## src/rtl/imem_ctrl_pkg.sv

```systemverilog
// ---------------------------------------------------------------------------
// imem_ctrl_pkg
//   Shared definitions for the instruction-memory controller:
//     - state_e           : controller states FILL / BOOT / RUN
//     - AW_DEFAULT        : default word-address width (2^AW words)
//     - NOP_WORD_DEFAULT  : fill value, addi x0,x0,0
//     - REQ_FETCH/REQ_LD  : requester indices on the arbiter vectors
//     - is_misaligned()   : byte address not on a word boundary
// ---------------------------------------------------------------------------
package imem_ctrl_pkg;

  localparam int unsigned AW_DEFAULT       = 10;
  localparam logic [31:0] NOP_WORD_DEFAULT = 32'h0000_0013;

  localparam int unsigned REQ_FETCH = 0;
  localparam int unsigned REQ_LD    = 1;

  typedef enum logic [1:0] {
    FILL = 2'd0,
    BOOT = 2'd1,
    RUN  = 2'd2
  } state_e;

  function automatic logic is_misaligned(input logic [1:0] byte_off);
    return byte_off != 2'b00;
  endfunction

endpackage

```

## src/rtl/imem_ctrl_rr.sv

```systemverilog
// ---------------------------------------------------------------------------
// imem_rr_arb
//   Two-requester round-robin arbiter. On a conflict the requester that did
//   not win last time is granted; a lone requester is granted directly.
//   Grants are purely combinational from req_i and the last-winner flag.
//
//   Ports:
//     clk     in  : clock, posedge
//     rst_n   in  : synchronous active-low reset (last winner := loader)
//     req_i   in  : [REQ_FETCH] fetch request, [REQ_LD] loader request
//     gnt_o   out : one-hot (or zero) grant, same bit order as req_i
// ---------------------------------------------------------------------------
module imem_rr_arb
  import imem_ctrl_pkg::*;
(
  input  logic       clk,
  input  logic       rst_n,
  input  logic [1:0] req_i,
  output logic [1:0] gnt_o
);

  logic last_ld_q;
  logic last_ld_d;

  always_comb begin
    gnt_o     = req_i;
    last_ld_d = last_ld_q;
    if (req_i == 2'b11) begin
      gnt_o = 2'b00;
      if (last_ld_q) begin
        gnt_o[REQ_FETCH] = 1'b1;
      end else begin
        gnt_o[REQ_LD] = 1'b1;
      end
    end
    if (|gnt_o) begin
      last_ld_d = gnt_o[REQ_LD];
    end
  end

  // Loader counts as last winner after reset so fetch takes the first tie.
  always_ff @(posedge clk) begin
    if (!rst_n) begin
      last_ld_q <= 1'b1;
    end else begin
      last_ld_q <= last_ld_d;
    end
  end

endmodule

```

## src/rtl/imem_ctrl.sv

```systemverilog
// ---------------------------------------------------------------------------
// imem_ctrl
//   Instruction-memory controller in front of a single-port SRAM with a
//   one-cycle synchronous read. Two masters share the SRAM: the core fetch
//   port and a boot-loader/debug port.
//
//   States:
//     FILL : write NOP_WORD to every word, one per cycle (optional feature)
//     BOOT : only the loader is served; ld_done moves on to RUN
//     RUN  : fetch and loader share the SRAM round-robin
//
//   Configuration macro: IMEM_CTRL_FILL_EN
//     defined   -> FILL state and fill counter exist, reset enters FILL
//     undefined -> no FILL, reset enters BOOT, SRAM contents unspecified
//
//   Ports:
//     clk, rst_n                      clock / synchronous active-low reset
//     fetch_req, fetch_addr           fetch request and byte address
//     fetch_gnt                       fetch granted this cycle (comb)
//     fetch_rvalid, fetch_rdata       read data, one cycle after grant
//     fetch_err                       granted fetch was misaligned
//     ld_req, ld_we, ld_addr,
//     ld_wdata                        loader request/write/address/data
//     ld_gnt                          loader granted this cycle (comb)
//     ld_rvalid, ld_rdata             loader read data, one cycle later
//     ld_done                         loader finished (honoured in BOOT)
//     mem_en, mem_we, mem_addr,
//     mem_wdata, mem_rdata            SRAM port
//     busy                            state is not RUN (or in reset)
// ---------------------------------------------------------------------------
module imem_ctrl
  import imem_ctrl_pkg::*;
#(
  parameter int unsigned AW       = AW_DEFAULT,
  parameter logic [31:0] NOP_WORD = NOP_WORD_DEFAULT
) (
  input  logic          clk,
  input  logic          rst_n,
  // fetch port
  input  logic          fetch_req,
  input  logic [31:0]   fetch_addr,
  output logic          fetch_gnt,
  output logic          fetch_rvalid,
  output logic [31:0]   fetch_rdata,
  output logic          fetch_err,
  // loader port
  input  logic          ld_req,
  input  logic          ld_we,
  input  logic [31:0]   ld_addr,
  input  logic [31:0]   ld_wdata,
  output logic          ld_gnt,
  output logic          ld_rvalid,
  output logic [31:0]   ld_rdata,
  input  logic          ld_done,
  // SRAM port
  output logic          mem_en,
  output logic          mem_we,
  output logic [AW-1:0] mem_addr,
  output logic [31:0]   mem_wdata,
  input  logic [31:0]   mem_rdata,
  // status
  output logic          busy
);

  state_e        state_q;
  state_e        state_d;
  logic          in_boot;
  logic          in_run;
  logic          fill_act;
  logic [1:0]    arb_req;
  logic [1:0]    arb_gnt;
  logic [AW-1:0] fetch_widx;
  logic [AW-1:0] ld_widx;

  // read pipeline: pending valid / error for the cycle after a grant,
  // plus hold registers so rdata and fetch_err stay put between pulses
  logic          fetch_vld_q;
  logic          fetch_mis_q;
  logic          ld_vld_q;
  logic [31:0]   fetch_rdata_q;
  logic          fetch_err_q;
  logic [31:0]   ld_rdata_q;

`ifdef IMEM_CTRL_FILL_EN
  localparam state_e RST_STATE = FILL;
  logic [AW-1:0] fill_cnt_q;
  logic [AW-1:0] fill_cnt_d;
  assign fill_act = rst_n && (state_q == FILL);
`else
  localparam state_e RST_STATE = BOOT;
  assign fill_act = 1'b0;
`endif

  // Upper address bits alias by design; loader byte offset is don't-care.
  logic sig_unused;
`ifdef IMEM_CTRL_FILL_EN
  assign sig_unused = ^{fetch_addr[31:AW+2], ld_addr[31:AW+2], ld_addr[1:0]};
`else
  assign sig_unused = ^{fetch_addr[31:AW+2], ld_addr[31:AW+2], ld_addr[1:0],
                        NOP_WORD};
`endif

  assign fetch_widx = fetch_addr[AW+1:2];
  assign ld_widx    = ld_addr[AW+1:2];

  // Grants are gated by rst_n so nothing reaches the SRAM during reset.
  assign in_boot = rst_n && (state_q == BOOT);
  assign in_run  = rst_n && (state_q == RUN);
  assign busy    = !rst_n || (state_q != RUN);

  always_comb begin
    arb_req            = 2'b00;
    arb_req[REQ_FETCH] = in_run & fetch_req;
    arb_req[REQ_LD]    = in_run & ld_req;
  end

  imem_rr_arb u_arb (
    .clk   (clk),
    .rst_n (rst_n),
    .req_i (arb_req),
    .gnt_o (arb_gnt)
  );

  assign fetch_gnt = arb_gnt[REQ_FETCH];
  assign ld_gnt    = in_boot ? ld_req : arb_gnt[REQ_LD];

  // SRAM request mux: fill writes, else whichever port was granted.
  always_comb begin
    mem_en    = 1'b0;
    mem_we    = 1'b0;
    mem_addr  = '0;
    mem_wdata = '0;
    if (fill_act) begin
`ifdef IMEM_CTRL_FILL_EN
      mem_en    = 1'b1;
      mem_we    = 1'b1;
      mem_addr  = fill_cnt_q;
      mem_wdata = NOP_WORD;
`endif
    end else if (fetch_gnt) begin
      mem_en   = 1'b1;
      mem_addr = fetch_widx;
    end else if (ld_gnt) begin
      mem_en    = 1'b1;
      mem_we    = ld_we;
      mem_addr  = ld_widx;
      mem_wdata = ld_wdata;
    end
  end

  // Next-state logic
  always_comb begin
    state_d = state_q;
`ifdef IMEM_CTRL_FILL_EN
    fill_cnt_d = fill_cnt_q;
`endif
    case (state_q)
`ifdef IMEM_CTRL_FILL_EN
      FILL: begin
        fill_cnt_d = fill_cnt_q + 1'b1;
        if (fill_cnt_q == '1) begin
          state_d = BOOT;
        end
      end
`endif
      BOOT: begin
        if (ld_done) begin
          state_d = RUN;
        end
      end
      RUN:     state_d = RUN;
      default: state_d = RST_STATE;
    endcase
  end

  always_ff @(posedge clk) begin
    if (!rst_n) begin
      state_q <= RST_STATE;
`ifdef IMEM_CTRL_FILL_EN
      fill_cnt_q <= '0;
`endif
    end else begin
      state_q <= state_d;
`ifdef IMEM_CTRL_FILL_EN
      fill_cnt_q <= fill_cnt_d;
`endif
    end
  end

  // Grant -> rvalid stage; SRAM data arrives in the rvalid cycle.
  always_ff @(posedge clk) begin
    if (!rst_n) begin
      fetch_vld_q   <= 1'b0;
      fetch_mis_q   <= 1'b0;
      ld_vld_q      <= 1'b0;
      fetch_rdata_q <= '0;
      fetch_err_q   <= 1'b0;
      ld_rdata_q    <= '0;
    end else begin
      fetch_vld_q <= fetch_gnt;
      fetch_mis_q <= fetch_gnt & is_misaligned(fetch_addr[1:0]);
      ld_vld_q    <= ld_gnt & ~ld_we;
      if (fetch_vld_q) begin
        fetch_rdata_q <= mem_rdata;
        fetch_err_q   <= fetch_mis_q;
      end
      if (ld_vld_q) begin
        ld_rdata_q <= mem_rdata;
      end
    end
  end

  // In the pulse cycle present live SRAM data, otherwise the held copy.
  assign fetch_rvalid = fetch_vld_q;
  assign fetch_rdata  = fetch_vld_q ? mem_rdata   : fetch_rdata_q;
  assign fetch_err    = fetch_vld_q ? fetch_mis_q : fetch_err_q;
  assign ld_rvalid    = ld_vld_q;
  assign ld_rdata     = ld_vld_q ? mem_rdata : ld_rdata_q;

endmodule

```

## config.mk

```make
export PLATFORM = sky130hd
export DESIGN_NAME = imem_ctrl
export DESIGN_NICKNAME = d
export VERILOG_FILES = /design/src/rtl/imem_ctrl_pkg.sv /design/src/rtl/imem_ctrl_rr.sv /design/src/rtl/imem_ctrl.sv
export SDC_FILE = /design/constraint.sdc
export NUM_CORES = 1
export LEC_CHECK = 0
export CAP_MARGIN = 15
export CORE_AREA = 3 3 96 98
export CTS_CLUSTER_SIZE = 16
export DETAILED_ROUTE_END_ITERATION = 6
export DIE_AREA = 0 0 99 101
export DONT_BUFFER_PORTS = 1
export PLACE_DENSITY = 0.57
export SYNTH_ARGS = -nofsm -noshare
export SYNTH_HDL_FRONTEND = slang
export SYNTH_SLANG_ARGS = --single-unit
```

## constraint.sdc

```tcl
create_clock -name clk -period 2.7 [get_ports clk]
set_clock_uncertainty 0.05 [all_clocks]
set_input_delay 0.27 -clock clk [delete_from_list [all_inputs] [get_ports clk]]
set_output_delay 0.27 -clock clk [all_outputs]
set_load 0.05 [all_outputs]
```

Word-level counts from Yosys, hierarchy flattened. Cells that the tools add are included.

Memory bits (writable): 0. Latch bits: 0. Bits of input ports: 134. ROM bits: 0. Memories kept: 0. Register bits: 71. Output and inout bits: 114.

Div/mod/pow operators: 0. Add/subtract/negate cells: 0. Multiplexer cells: 17. Reduce and logical (&&, ||, !) cells: 6. Eq/ne operators: 5. Order comparisons: 0. Multiply operators: 0. Shift operators: 0. Bitwise gates (word level): 5.

Operator list (number): 32-bit 2-to-1 mux (4); 10-bit 2-to-1 mux (2); 1-bit 2-to-1 mux (8); 1-bit AND (4); 2-bit equality test (second input constant) (2); 2-bit 2-to-1 mux (2); 2-bit inequality test (second input constant) (2); 2-bit case mux with 2 select lines (1); 2-bit by 1-bit equality test with 1-bit output (second input constant) (1); 1-bit logical AND (2); 2-bit nonzero test (1); 2-bit OR reduction (1); 1-bit zero test (1); 1-bit logical OR (1); 1-bit inverter (1).

Longest topological paths before layout. Gate-level depths: netlist of run 1.

Depth in word-level cells: 8. Gate-level depth with buffers: 6. Mapped depth without buffers: 5.

Modules after synthesis. Synthesis of run 1 repeated with hierarchy kept, for this count alone.

Cells, all modules: 312. Area, all modules: 3278.1 um^2.

By module, submodules not included: imem_ctrl (area an instance 3216.8 um^2, times used 1, cells an instance 305, seq. area each 1401.3 um^2); imem_rr_arb (area an instance 61.3 um^2, times used 1, cells an instance 7, seq. area each 20.0 um^2).

Worst setup path before layout of run 1. No wires, ideal clock.

Path kind: reg-to-output. Start point: register state_q[0]. End point: output mem_addr[2]. Stages on the path, launching flop included: 7. Setup slack: 792 ps. Data required time: 2380 ps. Path buffers: 1. Arrival: 1588 ps. Cell sequence: dfxtp_1 -> inv_1 -> ha_1 -> nand3_2 -> a21oi_2 -> buf_4 -> a22o_1.

Elaborated cells between the ends (all ways): 11.

RTL lines: start, declared (line imem_ctrl.sv:65) `state_e state_q;`; start signal, assigned (line imem_ctrl.sv:183) `state_q <= state_d;`; 2-bit equality test (*) (line imem_ctrl.sv:108) `assign in_run = rst_n && (state_q == RUN);`; 1-bit logical AND (*) (line imem_ctrl.sv:108); 1-bit AND, on equally long branches (line imem_ctrl.sv:113, imem_ctrl.sv:114); 2-bit equality test (line imem_ctrl_rr.sv:28) `if (req_i == 2'b11) begin`; 2-bit 2-to-1 mux (*) (line imem_ctrl_rr.sv:28); net fetch_gnt (line imem_ctrl.sv:42) `output logic fetch_gnt,`; 10-bit 2-to-1 mux (*) (line imem_ctrl.sv:140) `end else if (fetch_gnt) begin`; end, declared (line imem_ctrl.sv:58) `output logic [AW-1:0] mem_addr,`.

The timed path passes the listed nets; every way through them passes the cells marked *.

Worst setup path after layout of run 1.
Start point: register state_q[0]. End point: output mem_wdata[4].

Longest elaborated chain between the ends: 8. Elaborated cells between the ends (all ways): 11.

Ends and longest elaborated chain: 2-bit equality test (line imem_ctrl.sv:108); 1-bit logical AND (line imem_ctrl.sv:108); 1-bit AND, on equally long branches (line imem_ctrl.sv:113, imem_ctrl.sv:114); 2-bit equality test (line imem_ctrl_rr.sv:28); 2-bit 2-to-1 mux (line imem_ctrl_rr.sv:28); 1-bit 2-to-1 mux (line imem_ctrl.sv:125) `assign ld_gnt = in_boot ? ld_req : arb_gnt[REQ_LD];`; 32-bit 2-to-1 mux (line imem_ctrl.sv:143) `end else if (ld_gnt) begin`; 32-bit 2-to-1 mux (*) (line imem_ctrl.sv:140); end, declared (line imem_ctrl.sv:59) `output logic [31:0] mem_wdata,`.

Every way passes the cells marked *; elsewhere a longest branch is shown, timed or not.

==> results of run 1 <==
[metal layers]
| metal | global-route usage | up-vias |
|---|---|---|
| met3 | 0.0547 | 13 |
| met1 | 0.174 | 1009 |
| met5 | 0 | - |
| met4 | 0.0704 | 0 |
| met2 | 0.295 | 124 |
| li1 | - | 989 |
[worst max-delay path: cells and delay by family (launching register included)]
kind	cells	cell delay, ps
simple gates	3	910
fa+ha+maj	1	280
buf+inv	2	360
flops	1	340
[area by class of cell]
class | instances | area share
inverter | 4 | 0.00391
sequential | 71 | 0.371
multi-input combinational | 193 | 0.472
clock inverter | 5 | 0.0212
timing repair buffer | 27 | 0.0606
tap | 108 | 0.0352
clock buffer | 10 | 0.0358
[what timing repair did]
item                       in CTS  in global routing
setup endpoints to repair       0                  0
hold endpoints to repair       58                  1
hold buffers                    7                  1
[final timing paths]
check,startpoint,end,slack [ps]
worst max register to register,state_q[0],fetch_mis_q,400
worst min register to register,state_q[0],state_q[0],460
worst min-delay path,rst_n,ld_rdata_q[7],20
worst max-delay path,state_q[0],mem_wdata[4],170
[kinds of logic after synthesis]
group / Yosys count / share of synthesized area
mux: 65 / 0.279
simple gates: 105 / 0.194
flops: 71 / 0.415
fa+ha+maj: 2 / 0.00730
compound gates: 21 / 0.0485
buf+inv: 25 / 0.0562
[where the power goes]
group / internal (mW) / total [mW] / leakage [nW] / switching, mW
Clock: 0.542 / 0.944 / 0.109 / 0.402
Sequential: 1.11 / 1.14 / 0.575 / 0.0295
Combinational: 0.317 / 1.22 / 0.973 / 0.902
[placed cells by master, fill, tap and decap left out, types with 2 or more instances in the layout]
cell	count
a22o_1	10
a21oi_1	2
mux2_4	60
nand2b_1	2
a21boi_0	2
dlygate4sd3_1	7
buf_4	19
bufinv_16	2
dfxtp_2	2
and2_1	98
dfxtp_1	69
mux2_2	5
ha_1	2
inv_1	4
o21a_1	2
o21ai_0	2
clkbuf_8	10
[synth_stat cells]
| master | number | area share |
|---|---|---|
| ha_1 | 2 | 0.0073 |
| nor2_4 | 1 | 0.0033 |
| mux2_4 | 60 | 0.26 |
| a22o_1 | 10 | 0.026 |
| and2_1 | 98 | 0.18 |
| o211ai_2 | 1 | 0.0036 |
| mux2_2 | 5 | 0.016 |
| o21a_1 | 2 | 0.0044 |
| nand2b_1 | 2 | 0.0036 |
| nand3_2 | 1 | 0.0029 |
| nand2_1 | 1 | 0.0011 |
| nor2_1 | 1 | 0.0011 |
| a21boi_0 | 2 | 0.0044 |
| and3_4 | 1 | 0.0033 |
| o211ai_1 | 1 | 0.0022 |
| clkbuf_1 | 6 | 0.0066 |
| buf_2 | 1 | 0.0015 |
| buf_6 | 12 | 0.039 |
| a21oi_2 | 1 | 0.0026 |
| o21ai_0 | 2 | 0.0029 |
| inv_1 | 4 | 0.0044 |
| buf_4 | 2 | 0.0044 |
| a21oi_1 | 2 | 0.0029 |
| dfxtp_1 | 71 | 0.41 |
[through the flow]
step | std cells | hold slack (ps)
after floorplan | 289 | 292
final | 418 | 20.2
after global placement | 395 | 289
after global routing | 418 | 4.75
after detailed placement | 395 | 295
after CTS | 417 | 0.116
[state kept, by name (all words and copies together) (netlist names)]
signal / count
fetch_err_q: 1
fetch_mis_q: 1
fetch_rdata_q: 32
fetch_rvalid: 1
ld_rdata_q: 32
ld_rvalid: 1
state_q: 2
u_arb.last_ld_q: 1
==> summary.md, run 1 <==
| Metric | Value |
|---|---|
| CTS tree | done |
| Final HPWL DP | 6270 um |
| Critical path, cell by cell | inv_1 -> ha_1 -> and3_4 -> nor2_4 -> buf_4 -> and2_1 |
| Relative slew slack | 0.576 |
| Dpl cell area | roughly 3500 sq um |
| CP Launch Type | register |
| Setup-failing EPs final | 0 |
| Worst EP required | 2380 ps |
| I/O Buffers | 0 |
| Multi-input logic area | roughly 1800 sq um |
| Arrival @ worst endpoint | about 2200 ps |
| DR top layer | met4 |
| Antenna-violating nets left | 0 |
| Static Leak | ~1.7 nW |
| Post-Route WL | 8610 um |
| First-pass GRT wire length | about 12000 um |
| Antenna violations before repair | 0 |
| Final core area utilization | 0.449 |
| Status | finished, final reports clean |
| Vias in the first global route | roughly 2200 |
| GRT Residual Overflow | 0 |
| Worst Hold Depth | 1 |
| # IOs | between 200 and 250 |
| Final period util | 0.936 |
| Setup TNS | 0 ps |
| Crit-path slowest cell | and2_1 |
| Initial Utilization | 0.401 |
| First drt pass iteration count | 4 |
| Storage element area | 1420 sq um |
| Overall power | ~3.3 mW |
| Root buffer cell | clkbuf_8 |
| Largest net degree at the start of global routing | 56 |
| Least-Margin Pin Slew | between 600 and 700 ps |
| GR Util All Layers | 0.164 |
| Unrepaired setup endpoints after global routing | false |
| Max Cap Viol | 0 |
| Core footprint | 8550 sq um |
| Die height | 101 um |
| Routability Congestion | between 0.7 and 0.8 |
| Metal-1 WL | 3110 um |
| Wirelength per Cell | approximately 21 um |
| Met2 WL post-DR | roughly 4600 um |
| Syn nets | roughly 430 |
| Synth cell types | 24 |
| Final instance area | roughly 3800 sq um |
| CTS Sinks | 71 |
| CTS clk-pin slew, worst paths | ~80 ps |
| CTS max path bufs | 2 |
| Crit path kind | reg -> out |
| CTS Buf Count | 9 |
| Register-to-Register Path Depth | 7 |
| Post_cts resized | 0 |
| CP Max Fanout | 43 |
| Cells after synthesis | ~290 |
| Hold WC Path Type | in -> reg |
| Drt first-iter violations | 54 |
| Number of synthesized register bits | about 70 |
| Total power divided by cell area | roughly 860 nW/um^2 |
| DR DRC count | 0 |
| Critical path endpoint category | output port |
| # diodes | 0 |
| Die Area | ~10000 sq um |
| Peak supply drop | approximately 0.32 mV |
| Share of cells above drive strength 1 | 0.345 |
| Fillers | roughly 800 |
| Ys Warns | 0 |
| Final max-slew violation count | 0 |
| Clock Latency Late Sink | between 300 and 400 ps |
| Slowest stage delay, CP | roughly 600 ps |
| Metal3 WL | 647 um |
| Nets@finish | about 440 |
| Achievable clock frequency | ~400 MHz |
| H-tree depth | 3 |
| Drt via density | 5.11 |
| Post-Syn Area per Cell | about 12 sq um |
| Fin. Hold Viols | 0 |
| Vias | 2135 |
| Place WS | around 540 ps |
| Die width | approximately 99 um |
| Mapped cell area | about 3400 sq um |
| # Post-CTS Setup Buffers | 0 |
| Sequential element share of the synthesized area | 0.415 |
| Cell Rows | 34 |
| Area delta synth->final | 12.0% |
| Final WS setup | about 170 ps |
| Min cycle time layout | roughly 2500 ps |
No activity file was read; power rests on OpenSTA's default activity.
==> run 2: changes to the inputs <==
--- a/config.mk
+++ b/config.mk
@@ -13,2 +13,3 @@
 export DONT_BUFFER_PORTS = 1
+export HOLD_SLACK_MARGIN = 0.08
 export PLACE_DENSITY = 0.57
--- a/constraint.sdc
+++ b/constraint.sdc
@@ -4,2 +4,2 @@
 set_output_delay 0.27 -clock clk [all_outputs]
-set_load 0.05 [all_outputs]
+set_load 0.1 [all_outputs]
==> summary.md, run 2 (synthesis gave the netlist of run 1 again) <==
| Metric | Value |
|---|---|
| Arrival @ worst endpoint | 2110 ps |
| Die width | approximately 100 um |
| # Post-CTS Setup Buffers | 0 |
| CTS Buf Count | 9 |
| CP Max Fanout | 43 |
| Core footprint | between 8000 and 9000 sq um |
| # diodes | 0 |
| Largest net degree at the start of global routing | 67 |
| Share of cells above drive strength 1 | 0.412 |
| Cell Rows | 34 |
| H-tree depth | 3 |
| Final HPWL DP | 6240 um |
| CTS clk-pin slew, worst paths | 70 ps |
| Cell mode on critical path | buf_4 |
| Post-Route WL | 8320 um |
| Routability Congestion | 0.799 |
| Final max-slew violation count | 0 |
| Relative slew slack | 0.625 |
| Antenna-violating nets left | 0 |
| Hold buffers post-CTS | 6 |
| Setup TNS | 0 ps |
| Area delta synth->final | 18.2% |
| Finished Layout Cells | between 400 and 500 |
| Final period util | 0.899 |
| Final WS setup | roughly 270 ps |
| Antenna violations before repair | 0 |
| Most frequent cells in the layout | and2_1, dfxtp_1, mux2_4, buf_4, a22o_1 |
| Slowest stage delay, CP | around 340 ps |
| WP depth | 7 |
| Vias in the first global route | roughly 2300 |
| Biggest regs | fetch_rdata_q: 32 flops, ld_rdata_q: 32 flops, state_q: 2 flops |
| Fillers | between 800 and 900 |
| Vias | ~2200 |
| First-pass GRT wire length | between 10000 and 15000 um |
| Achievable clock frequency | a little over 400 MHz |
| Top delay family on crit path | buffers and inverters |
| # IOs | around 250 |
| Least-Margin Pin Slew | 562 ps |
| GRT Residual Overflow | 0 |
| RR Startpoint | state_q[0] |
| Drt via density | between 4 and 5 |
| Post_cts resized | 0 |
| DR DRC count | 0 |
| CTS max path bufs | 2 |
| Placed Instances | roughly 430 |
| First drt pass iteration count | 3 |
| Clock Latency Late Sink | 320 ps |
| Unrepaired setup endpoints after global routing | false |
| Peak supply drop | 0.568 mV |
| Register-to-Register Path Depth | 7 |
| Status | finished, final reports clean |
| Critical path endpoint category | output port |
| Hold_sp | rst_n |
| Die Area | 10000 sq um |
| Hold WC Path Type | in -> reg |
| Worst EP required | roughly 2400 ps |
| CTS Sinks | 71 |
| Fin. Hold Viols | 0 |
| CP Launch Type | register |
| Drt first-iter violations | 40 |
| Max Cap Viol | 0 |
| I/O Buffers | 0 |
| Worst Hold Depth | 2 |
| Place WS | between 600 and 700 ps |
| Min cycle time layout | approximately 2400 ps |
| Nets@finish | approximately 470 |
| Crit-path slowest cell | dfxtp_1 |
| CTS tree | done |
| Root buffer cell | clkbuf_8 |
| Buf/Inv on CP | 3 |
| Commonest non-fill, non-tap cell in the layout | and2_1 |
| Setup-failing EPs final | 0 |
| Initial Utilization | 0.401 |
| Wirelength per Cell | 18.5 um |
| Die height | 101 um |
| Static Leak | 1.82 nW |
| Critical path, cell by cell | inv_1 -> ha_1 -> and3_4 -> nor2_4 -> buf_4 -> and2_1 -> buf_4 |
| GR Util All Layers | 0.162 |
| Crit path kind | reg -> out |
| Crit path launch | state_q[0] |
| Total power divided by cell area | just under 1000 nW/um^2 |
==> run 2: cell types whose count changed in the layout (fill, tap and decap cells not counted) <==
| cell | previous run | this run |
|---|---|---|
| dlygate4sd3_1 | 7 | 5 |
| clkbuf_8 | 10 | 9 |
| dfxtp_4 | 0 | 2 |
| buf_4 | 19 | 53 |
| dfxtp_2 | 2 | 0 |
| bufinv_16 | 2 | 1 |
| clkinv_2 | 1 | 3 |
| a21oi_4 | 0 | 1 |
| a21oi_2 | 1 | 0 |
==> run 2: area by class of cell <==
type / instances / area [sq um] / share of cell area
Clock inverter: 6 / 61.3 / 0.0151
Multi-Input combinational cell: 193 / 1820 / 0.449
Sequential cell: 71 / 1430 / 0.352
Inverter: 4 / 15.0 / 0.00370
Timing Repair Buffer: 59 / 468 / 0.115
Clock buffer: 9 / 124 / 0.0306
Tap cell: 108 / 135 / 0.0333
==> run 2: per-layer routing <==
metal,wire length (um),share of wire,GRT usage,up-vias
met5,0,0,0,-
met4,136,0.016,0.0525,0
met3,692,0.083,0.0581,13
met2,4610,0.55,0.301,117
met1,2880,0.35,0.170,1015
li1,-,-,-,1049
==> run 2: path summary, 6_finish.rpt <==
| path | end | slack, ps |
|---|---|---|
| worst max-delay path | mem_wdata[31] | 270 |
| worst min-delay path | state_q[0] | 110 |
| worst max register to register | fetch_mis_q | 410 |
| worst min register to register | state_q[0] | 460 |
==> run 2: stage by stage <==
stage	total power [mW]	hold slack (ps)	instance area, sq um	util
floorplan	2.97	292	3430	-
global placement	3.14	287	3800	0.444
detailed placement	3.15	291	3800	0.444
CTS	3.99	93.2	4050	0.474
global route	4.09	105	4050	0.474
finish	3.95	111	4050	0.474
==> run 2: worst register-to-register path, delay by kind of cell (launching register included) <==
family | cells | cell delay [ps]
adder cells (fa/ha/maj) | 1 | 280
AND/OR/NAND/NOR | 1 | 140
buffers and inverters | 3 | 980
AO/OA/AOI/OAI | 2 | 480
flip-flops | 1 | 320
==> run 2: where the power goes <==
part	switching, mW	internal (mW)
combinational	1.57	0.389
clock	0.390	0.420
sequential	0.0635	1.11
total	2.03	1.92
